$ cat config.mk
export PLATFORM = sky130hd
export DESIGN_NAME = pdm_dual_tx
export DESIGN_NICKNAME = d
export VERILOG_FILES = /design/src/rtl/pdm_dual_tx.sv
export SDC_FILE = /design/constraint.sdc
export NUM_CORES = 1
export LEC_CHECK = 0
export ABC_AREA = 1
export CAP_MARGIN = 20
export CORE_ASPECT_RATIO = 0.7
export CORE_MARGIN = 2
export CORE_UTILIZATION = 40
export DETAILED_ROUTE_END_ITERATION = 8
export PLACE_DENSITY = 0.67
export REMOVE_ABC_BUFFERS = 1
export SETUP_SLACK_MARGIN = 0.2
export SYNTH_ARGS = -nofsm -noshare
export SYNTH_HDL_FRONTEND = slang
export SYNTH_SLANG_ARGS = --single-unit
$ cat constraint.sdc
create_clock -name clk -period 2.7 [get_ports clk]
set_input_delay 0.27 -clock clk [delete_from_list [all_inputs] [get_ports clk]]
set_output_delay 0.27 -clock clk [all_outputs]
set_load 0.02 [all_outputs]
$ cat src/rtl/pdm_dual_tx.sv
// pdm_dual_tx: stereo PDM microphone-pair emulator.
// Takes signed PCM sample pairs over a valid/ready handshake, runs a
// first-order sigma-delta modulator per channel and drives both channels on
// one DDR line: channel 0 while pdm_clk is high, channel 1 while it is low.
module pdm_dual_tx #(
    parameter int DATA_W  = 16,
    parameter int CLK_DIV = 2,
    parameter int DECIM   = 64
) (
    input  logic              clk,
    input  logic              rst,
    input  logic              enable,
    input  logic              pcm_valid,
    output logic              pcm_ready,
    input  logic [DATA_W-1:0] pcm_data_0,
    input  logic [DATA_W-1:0] pcm_data_1,
    output logic              pdm_clk,
    output logic              ddr_data,
    output logic              underrun
);

    localparam int DIV_W = (CLK_DIV > 1) ? $clog2(CLK_DIV) : 1;
    localparam int FRM_W = (DECIM > 1) ? $clog2(DECIM) : 1;

    localparam logic [DIV_W-1:0]  DIV_ZERO = {DIV_W{1'b0}};
    localparam logic [DIV_W-1:0]  DIV_ONE  = DIV_W'(1);
    localparam logic [DIV_W-1:0]  DIV_LAST = DIV_W'(CLK_DIV - 1);
    localparam logic [FRM_W-1:0]  FRM_ZERO = {FRM_W{1'b0}};
    localparam logic [FRM_W-1:0]  FRM_ONE  = FRM_W'(1);
    localparam logic [FRM_W-1:0]  FRM_LAST = FRM_W'(DECIM - 1);
    localparam logic [DATA_W-1:0] SIGN_BIT = {1'b1, {(DATA_W-1){1'b0}}};

    typedef enum logic {
        ST_IDLE = 1'b0,
        ST_RUN  = 1'b1
    } state_t;

    // One modulator step: offset-binary sample added to the accumulator.
    // The carry out is the PDM bit, the low DATA_W bits the new accumulator.
    function automatic logic [DATA_W:0] mod_sum(input logic [DATA_W-1:0] acc,
                                                 input logic [DATA_W-1:0] x);
        return {1'b0, acc} + {1'b0, x ^ SIGN_BIT};
    endfunction

    state_t            state_q, state_d;
    logic [DIV_W-1:0]  div_cnt_q, div_cnt_d;
    logic              phase_q, phase_d;          // 0 = LOW half, 1 = HIGH half
    logic [FRM_W-1:0]  frame_cnt_q, frame_cnt_d;
    logic [DATA_W-1:0] acc0_q, acc0_d, acc1_q, acc1_d;
    logic [DATA_W-1:0] act0_q, act0_d, act1_q, act1_d;
    logic [DATA_W-1:0] hold0_q, hold0_d, hold1_q, hold1_d;
    logic              hold_full_q, hold_full_d;
    logic              bit1_q, bit1_d;
    logic              pdm_clk_q, pdm_clk_d;
    logic              ddr_data_q, ddr_data_d;
    logic              underrun_q, underrun_d;

    logic              xfer_s;
    logic              rise_s;
    logic              fall_s;
    logic              boundary_s;
    logic              bypass_s;
    logic [DATA_W:0]   sum0_s, sum1_s;

    assign xfer_s    = pcm_valid & ~hold_full_q;
    assign pcm_ready = ~hold_full_q;
    assign pdm_clk   = pdm_clk_q;
    assign ddr_data  = ddr_data_q;
    assign underrun  = underrun_q;

    // Next-state logic: clock divider, phase sequencing, sample buffering, modulator.
    always_comb begin
        state_d     = state_q;
        div_cnt_d   = div_cnt_q;
        phase_d     = phase_q;
        frame_cnt_d = frame_cnt_q;
        acc0_d      = acc0_q;
        acc1_d      = acc1_q;
        act0_d      = act0_q;
        act1_d      = act1_q;
        hold0_d     = hold0_q;
        hold1_d     = hold1_q;
        hold_full_d = hold_full_q;
        bit1_d      = bit1_q;
        pdm_clk_d   = pdm_clk_q;
        ddr_data_d  = ddr_data_q;
        underrun_d  = 1'b0;
        rise_s      = 1'b0;
        fall_s      = 1'b0;

        case (state_q)
            ST_IDLE: begin
                pdm_clk_d  = 1'b0;
                ddr_data_d = 1'b0;
                if (enable) begin
                    state_d     = ST_RUN;
                    div_cnt_d   = DIV_ZERO;
                    phase_d     = 1'b0;
                    frame_cnt_d = FRM_ZERO;
                end else begin
                    state_d = ST_IDLE;
                end
            end
            ST_RUN: begin
                if (div_cnt_q == DIV_LAST) begin
                    div_cnt_d = DIV_ZERO;
                    phase_d   = ~phase_q;
                    if (phase_q) begin
                        fall_s = 1'b1;
                    end else begin
                        rise_s = 1'b1;
                    end
                end else begin
                    div_cnt_d = div_cnt_q + DIV_ONE;
                end
            end
            default: begin
                state_d = ST_IDLE;
            end
        endcase

        boundary_s = rise_s & (frame_cnt_q == FRM_ZERO);
        bypass_s   = boundary_s & ~hold_full_q & xfer_s;

        // A boundary drains the holding register first; an input arriving
        // exactly on an empty-holding boundary goes straight to active.
        if (boundary_s && hold_full_q) begin
            act0_d      = hold0_q;
            act1_d      = hold1_q;
            hold_full_d = 1'b0;
        end else if (bypass_s) begin
            act0_d = pcm_data_0;
            act1_d = pcm_data_1;
        end else if (xfer_s) begin
            hold0_d     = pcm_data_0;
            hold1_d     = pcm_data_1;
            hold_full_d = 1'b1;
        end else begin
            hold_full_d = hold_full_q;
        end

        underrun_d = boundary_s & ~hold_full_q & ~xfer_s;

        // The modulator always sees the post-load sample.
        sum0_s = mod_sum(acc0_q, act0_d);
        sum1_s = mod_sum(acc1_q, act1_d);

        if (rise_s) begin
            pdm_clk_d   = 1'b1;
            ddr_data_d  = sum0_s[DATA_W];
            bit1_d      = sum1_s[DATA_W];
            acc0_d      = sum0_s[DATA_W-1:0];
            acc1_d      = sum1_s[DATA_W-1:0];
            frame_cnt_d = (frame_cnt_q == FRM_LAST) ? FRM_ZERO : (frame_cnt_q + FRM_ONE);
        end else if (fall_s) begin
            pdm_clk_d = 1'b0;
            if (enable) begin
                ddr_data_d = bit1_q;
            end else begin
                ddr_data_d = 1'b0;
                state_d    = ST_IDLE;
            end
        end else begin
            acc0_d = acc0_q;
        end
    end

    // State register with synchronous reset; a pending holding sample is dropped.
    always_ff @(posedge clk) begin
        if (rst) begin
            state_q     <= ST_IDLE;
            div_cnt_q   <= DIV_ZERO;
            phase_q     <= 1'b0;
            frame_cnt_q <= FRM_ZERO;
            acc0_q      <= {DATA_W{1'b0}};
            acc1_q      <= {DATA_W{1'b0}};
            act0_q      <= {DATA_W{1'b0}};
            act1_q      <= {DATA_W{1'b0}};
            hold0_q     <= {DATA_W{1'b0}};
            hold1_q     <= {DATA_W{1'b0}};
            hold_full_q <= 1'b0;
            bit1_q      <= 1'b0;
            pdm_clk_q   <= 1'b0;
            ddr_data_q  <= 1'b0;
            underrun_q  <= 1'b0;
        end else begin
            state_q     <= state_d;
            div_cnt_q   <= div_cnt_d;
            phase_q     <= phase_d;
            frame_cnt_q <= frame_cnt_d;
            acc0_q      <= acc0_d;
            acc1_q      <= acc1_d;
            act0_q      <= act0_d;
            act1_q      <= act1_d;
            hold0_q     <= hold0_d;
            hold1_q     <= hold1_d;
            hold_full_q <= hold_full_d;
            bit1_q      <= bit1_d;
            pdm_clk_q   <= pdm_clk_d;
            ddr_data_q  <= ddr_data_d;
            underrun_q  <= underrun_d;
        end
    end

endmodule

After elaboration in Yosys (flattened, before gate mapping)
Cells that the tools add are included.
{"block": "totals", "out_inout_bits": 4, "input_bits": 36, "word_cells": 75, "reg_bits": 110}
{"block": "classes", "n_reduce_logical": 8, "addsub": 4, "muxes": 30, "n_bitwise": 13, "eq_ne": 5}
{"op": "$mux W16", "n": 4}
{"op": "$add A16 B16 Y17", "n": 2}
{"op": "$mux W6", "n": 4}
{"op": "$mux W1", "n": 20}
{"op": "$not A1 Y1", "n": 8}
{"op": "$add A6 B1 Y6 const B", "n": 1}
{"op": "$eq A6 B6 Y1 const B", "n": 1}
{"op": "$logic_not A6 Y1", "n": 1}
{"op": "$reduce_and A2 Y1", "n": 3}
{"op": "$and A1 B1 Y1", "n": 5}
{"op": "$ne A2 B1 Y1 const B", "n": 2}
{"op": "$pmux W1 S2", "n": 2}
{"op": "$ne A3 B1 Y1 const B", "n": 1}
{"op": "$reduce_and A3 Y1", "n": 1}
{"op": "$ne A2 B2 Y1 const B", "n": 1}
{"op": "$reduce_bool A2 Y1", "n": 1}
{"op": "$reduce_or A2 Y1", "n": 1}
{"op": "$add A1 B1 Y1 const B", "n": 1}
{"op": "$logic_and A1 B1 Y1", "n": 1}

Logic depth before layout (Yosys ltp)
{"block": "depth", "ltp_word": 11, "depth_mapped": 21, "mapped_depth_nobuf": 20}

Least setup slack after synthesis
OpenSTA, ideal clock, no wires.
{"block": "synth_path", "path_type": "reg-to-reg", "start": "register frame_cnt_q[0]", "end": "register acc0_q[8]", "arrival_time_ns": 2.659, "period_less_slack_ns": 2.768, "t_required_ns": 2.591, "path_buffers": 1, "setup_slack_ns": -0.068, "path_stages_with_launch": 21, "setup_time_ns": 0.109, "path_cell_list": "dfxtp_1 > inv_1 > ha_1 > nand2_1 > nor3_4 > nand3_2 > clkbuf_1 > or2_0 > nand3_1 > nand2_1 > ha_1 > fa_1 > nand2_1 > nand2_1 > and2_1 > nand2_1 > nand2_1 > xnor2_1 > nand2_1 > nand2_1 > inv_1"}
{"block": "synth_between", "elab_chain_cells": 7, "word_cells_on_any_way": 8, "classes_between": "add/sub: 1; mux: 2; bitwise: 3; reduce/logical: 2"}
{"item": "start: declaration", "line_no": "48", "source": "logic [FRM_W-1:0] frame_cnt_q, frame_cnt_d;"}
{"item": "start signal: assignment", "line_no": "190", "source": "frame_cnt_q <= frame_cnt_d;"}
{"item": "$logic_not A6 Y1 *", "line_no": "122", "source": "boundary_s = rise_s & (frame_cnt_q == FRM_ZERO);"}
{"item": "$and A1 B1 Y1 *", "line_no": "122"}
{"item": "$and A1 B1 Y1 (2 in series)", "line_no": "123", "source": "bypass_s = boundary_s & ~hold_full_q & xfer_s;"}
{"item": "$mux W16", "line_no": "131", "source": "end else if (bypass_s) begin"}
{"item": "$mux W16 *", "line_no": "127", "source": "if (boundary_s && hold_full_q) begin"}
{"item": "net act0_d[0]", "line_no": "50", "source": "logic [DATA_W-1:0] act0_q, act0_d, act1_q, act1_d;"}
{"item": "$add A16 B16 Y17 *", "line_no": "42", "source": "return {1'b0, acc} + {1'b0, x ^ SIGN_BIT};"}
{"item": "end signal: assignment", "line_no": "175", "source": "acc0_q <= {DATA_W{1'b0}};"}
{"item": "end: declaration", "line_no": "49", "source": "logic [DATA_W-1:0] acc0_q, acc0_d, acc1_q, acc1_d;"}
Mark *: on every way through the listed nets, which the timed path passes. The rest lies on a longest branch.
A chain may end at the register's enable or synchronous reset.

Final worst setup path
{"block": "layout_path", "start": "register frame_cnt_q[0]", "end": "register acc0_q[2]"}
Same word-level chain as after synthesis.

==> results by stage <==
Global route:
- The first global-routing pass estimated 31,100 microns of wire.
- The sum of overflow across all layers after global routing is 0.
- The initial antenna violation count is 0.
- The pin count of the biggest net entering global routing is between 70 and 80.
- The via count of the first global-routing pass was between 6,000 and 7,000.
- For this run, the total global-route usage over all layers was measured as 0.219.

Setup path:
- The endpoint required time on the critical path is about 2.9 ns.
- The worst setup path is captured at a register.
- The worst setup path is of the register to register kind.
- Of all nets on the critical path, the largest fanout is 6.
- The nature of the critical path startpoint is a register.
- The signal on the critical path passes through inv_2 -> ha_4 -> nand2_4 -> nor3_4 -> buf_4 -> buf_6 -> nand3_4 -> inv_4 -> buf_12 -> nand2_1 -> nand2_4 -> fa_2 -> nand2_2 -> buf_4 -> buf_4 -> buf_4 -> buf_4 -> buf_4 -> nand3_1 -> a21oi_1.
- The buffer and inverter count on the worst path is 10.
- On the critical path the largest part of the delay comes from buffers and inverters.
- The critical path crosses 20 cells after its start point.
- The number of cells on the worst reg-to-reg path is 20.
- The delay of the slowest cell on the worst path is roughly 0.33 ns.
- The critical path's slowest cell is sky130_fd_sc_hd__dfxtp_2.
- Among the stages of the critical path, the cell type that occurs most often is sky130_fd_sc_hd__buf_4.
- For the worst setup path, the data arrival time is 3.08 ns.
- Across all register-to-register paths, the minimum setup slack is -0.19 ns.

Logic synthesis:
- Synthesis inferred 110 register bits.
- Among all flip-flop cells after synthesis, the most frequent one is sky130_fd_sc_hd__dfxtp_1.
- In this run the cell area of the synthesized design comes to 6580 sq um.
- The biggest area contributor in the post-synthesis netlist is sky130_fd_sc_hd__dfxtp_1.
- The number of synthesized flops with an enable pin is 0.
- The share of the Yosys chip area taken by registers is 0.334.
- The number of standard cells after synthesis is around 1,000.
- Yosys attributes the largest share of cell area to sky130_fd_sc_hd__dfxtp_1 33%, sky130_fd_sc_hd__nand2_1 18%, sky130_fd_sc_hd__inv_1 8.7%, sky130_fd_sc_hd__nand3_1 8.4%, sky130_fd_sc_hd__a21oi_1 7.8%.
- Of the post-synthesis cell area, the dominant cell type holds 0.334.
- After synthesis, the share of flip-flops with an asynchronous set or reset is 0.
- Yosys printed 0 warnings.
- Dividing the synthesized area by the synthesized cell count gives approximately 6.4 sq um.
- The number of library cell types mapped by synthesis is 38.

Clocking:
- At the later pin of the worst-skew pair, clock insertion delay measures roughly 0.36 ns.
- The CTS tree is built.
- The H-tree was split into 3 levels.
- The total number of clock tree sinks is 110.
- After clock tree synthesis, the clock-pin slew on the worst setup and hold paths is about 0.08 ns.
- Counting the buffers created by CTS gives 9.
- The buffer type at the clock tree root is sky130_fd_sc_hd__clkbuf_16.
- Counting along the longest clock path gives a buffer depth of 2.

Die:
- Measured along the y axis, the die boundary spans approximately 110 microns.
- The overall die area is around 18,000 sq um.
- The placeable core region is roughly 16,000 sq um.
- The floorplan die width is about 160 microns.
- The boundary pin count is 40.
- The starting density of the core is 0.406.
- The placement row count is 39.

Detailed routing:
- The sum of routed wire length over all layers is 19,400 microns.
- The detail route stage leaves a number of antenna-violating nets equal to 0.
- In the routed design, unresolved DRC markers number 0.
- In the routed layout, each cell is associated on average with a via count of approximately 5.0.
- The first detailed-routing pass took 5 iterations.
- Across all layers, the routed design uses around 7,000 vias.
- After the first detailed-routing iteration, the DRC count stood at between 300 and 400.
- The detailed-route wire length per cell is 14.1 microns.

Timing:
- Measured against its own limit, the worst slew margin works out to 0.414.
- For the final routed database, the setup TNS stands at -1.14 ns.
- The minimum setup slack in the final design is -0.186 ns.
- Setup violations remaining at the end of the flow were counted as 19.
- The final count of pins violating max slew is 0.
- Setup repair after global routing could not meet its margin everywhere.
- The count of endpoints failing hold in the final timing report came to 0.
- The top achievable clock speed is around 0.35 GHz.
- The setup clock skew after layout is about 0.0082 ns.
- The time the worst path needs with I/O delays and setup is slightly below 3 ns.
- The measured slew at the worst slew-check pin is 0.879 ns.
- Dividing the final minimum period by the clock period gives 1.07.

Outcome:
- The flow ran to the end, but the final reports show violations.
- The final reports fail on setup timing.

Finish:
- The library cells used most frequently in the layout, excluding fill and tap cells, are 249 x sky130_fd_sc_hd__nand2_1, 141 x sky130_fd_sc_hd__inv_1, 109 x sky130_fd_sc_hd__dfxtp_1.
- The number of nets at the end of the flow is between 1,000 and 1,500.
- Counting the fill cells in the layout gives between 1,000 and 1,500.
- Summing all multi-input logic gate instances after layout gives between 4000 and 5000 sq um.
- Relative to the synthesized area, the layout overhead comes to 40.1%.
- The final core utilization is 0.569.
- The sequential cell area in the final layout is 2200 sq um.
- The library cell used most frequently in the layout, excluding fill and tap cells, is sky130_fd_sc_hd__nand2_1.
- Of the cells placed in the final design, the portion with a size suffix greater than 1 is 0.254.
- The number of antenna diodes in the final layout is 0.

Placement:
- The wire-length estimate of the detail-placed layout is approximately 12,000 microns.
- Port buffering added 39 buffers.
- The final estimated routing congestion in global placement is between 0.8 and 0.9.

Power:
- IR analysis of the VDD net gives a maximum drop of roughly 0.32 mV.
- Summing internal, switching and leakage power gives 0.00389 W.
- The power per standard cell area is between 400 and 500 nW/um^2.
- Summed over all cells, the static leakage comes to approximately 4.4 nW.

Worst hold path:
- The cell count of the worst hold path is 2.
- The tightest min-delay check is of the register to register type.

Job:
- Max-cap violations in this run came to 0.
==> through the flow <==
step           worst slack (ns)  std cells  cell area, sq um  hold slack, ns
3_5_place_dp             -0.347       1328              7750           0.454
3_3_place_gp             -0.324       1328              7750           0.449
6_report                 -0.186       1374              9220           0.464
2_1_floorplan             -1.50        982              6410           0.339
4_1_cts                 -0.0537       1368              8900           0.466
5_1_grt                  -0.303       1374              9220           0.485
==> logic make-up (layout without fill, tap and decap cells) <==
logic type                 Yosys count  count (layout)  synth area share
and+or+nand+nor                    522             522             0.345
buffers and inverters              194             322             0.114
AOI/OAI and AO/OA                  151             151             0.125
DFF                                110             110             0.334
adders and majority gates           36              36            0.0707
xor gates and xnor gates             8               8            0.0106
==> synthesized netlist by cell type, drive strengths merged (2+ instances only) <==
cell type  number
xor2            6
nor3            8
fa              2
xnor2           2
nand4           5
o21ai          22
inv           154
ha             34
o211ai          4
or2            35
nor2           38
o21bai          7
nand2         317
buf            14
a21oi         102
clkbuf         25
nand3         113
and2            2
dfxtp         110
o21a           13
==> where the power goes <==
group	leakage [nW]	internal [W]	switching [W]	total [W]
Clock	0.154	0.000782	0.000654	0.00144
Combinational	3.31	0.000335	0.000373	0.000708
Sequential	0.895	0.00170	0.0000482	0.00174
==> registers in the layout, summed over array words and instances (netlist names), 6 cells and up <==
| register | flops |
|---|---|
| hold0_q | 16 |
| act1_q | 16 |
| act0_q | 16 |
| acc0_q | 16 |
| frame_cnt_q | 6 |
| acc1_q | 16 |
| hold1_q | 16 |
==> per-layer routing <==
layer	vias to the layer above	wire (microns)	global-route usage
li1	3484	-	-
met1	3104	9630	0.330
met2	200	8240	0.323
met3	24	1220	0.0397
met4	0	266	0.0527
met5	-	0	0
==> final timing paths <==
kind | startpoint | endpoint
max | frame_cnt_q[0] | acc0_q[2]
min | hold0_q[15] | hold0_q[15]
max reg2reg | frame_cnt_q[0] | acc0_q[2]
min reg2reg | hold0_q[15] | hold0_q[15]
==> repair_timing <==
| item | CTS | global route |
|---|---|---|
| endpoints found under the hold margin | 0 | 0 |
| pin swaps | 8 | 25 |
| resized for setup | 122 | 79 |
| gates cloned | 2 | 0 |
| setup buffers | 22 | 6 |
| hold buffers | 0 | 0 |
| setup endpoints to repair | 30 | 33 |
==> worst register-to-register path, cell delays in order (launching register included) <==
cell and delay (ns):
sky130_fd_sc_hd__dfxtp_2 0.33, sky130_fd_sc_hd__inv_2 0.06, sky130_fd_sc_hd__ha_4 0.13, sky130_fd_sc_hd__nand2_4 0.06, sky130_fd_sc_hd__nor3_4 0.17, sky130_fd_sc_hd__buf_4 0.15
sky130_fd_sc_hd__buf_6 0.09, sky130_fd_sc_hd__nand3_4 0.11, sky130_fd_sc_hd__inv_4 0.12, sky130_fd_sc_hd__buf_12 0.15, sky130_fd_sc_hd__nand2_1 0.14, sky130_fd_sc_hd__nand2_4 0.14
sky130_fd_sc_hd__fa_2 0.23, sky130_fd_sc_hd__nand2_2 0.08, sky130_fd_sc_hd__buf_4 0.14, sky130_fd_sc_hd__buf_4 0.12, sky130_fd_sc_hd__buf_4 0.12, sky130_fd_sc_hd__buf_4 0.12
sky130_fd_sc_hd__buf_4 0.12, sky130_fd_sc_hd__nand3_1 0.08, sky130_fd_sc_hd__a21oi_1 0.07
==> final cells by class <==
class / count / share of cell area
multi-input cells: 717 / 0.480
flip-flops and latches: 110 / 0.239
repair buffers: 151 / 0.152
inverters: 155 / 0.0636
well taps: 225 / 0.0305
clock buffers: 11 / 0.0274
clock inverters: 5 / 0.00719
Power figures use the tool's default switching activity.
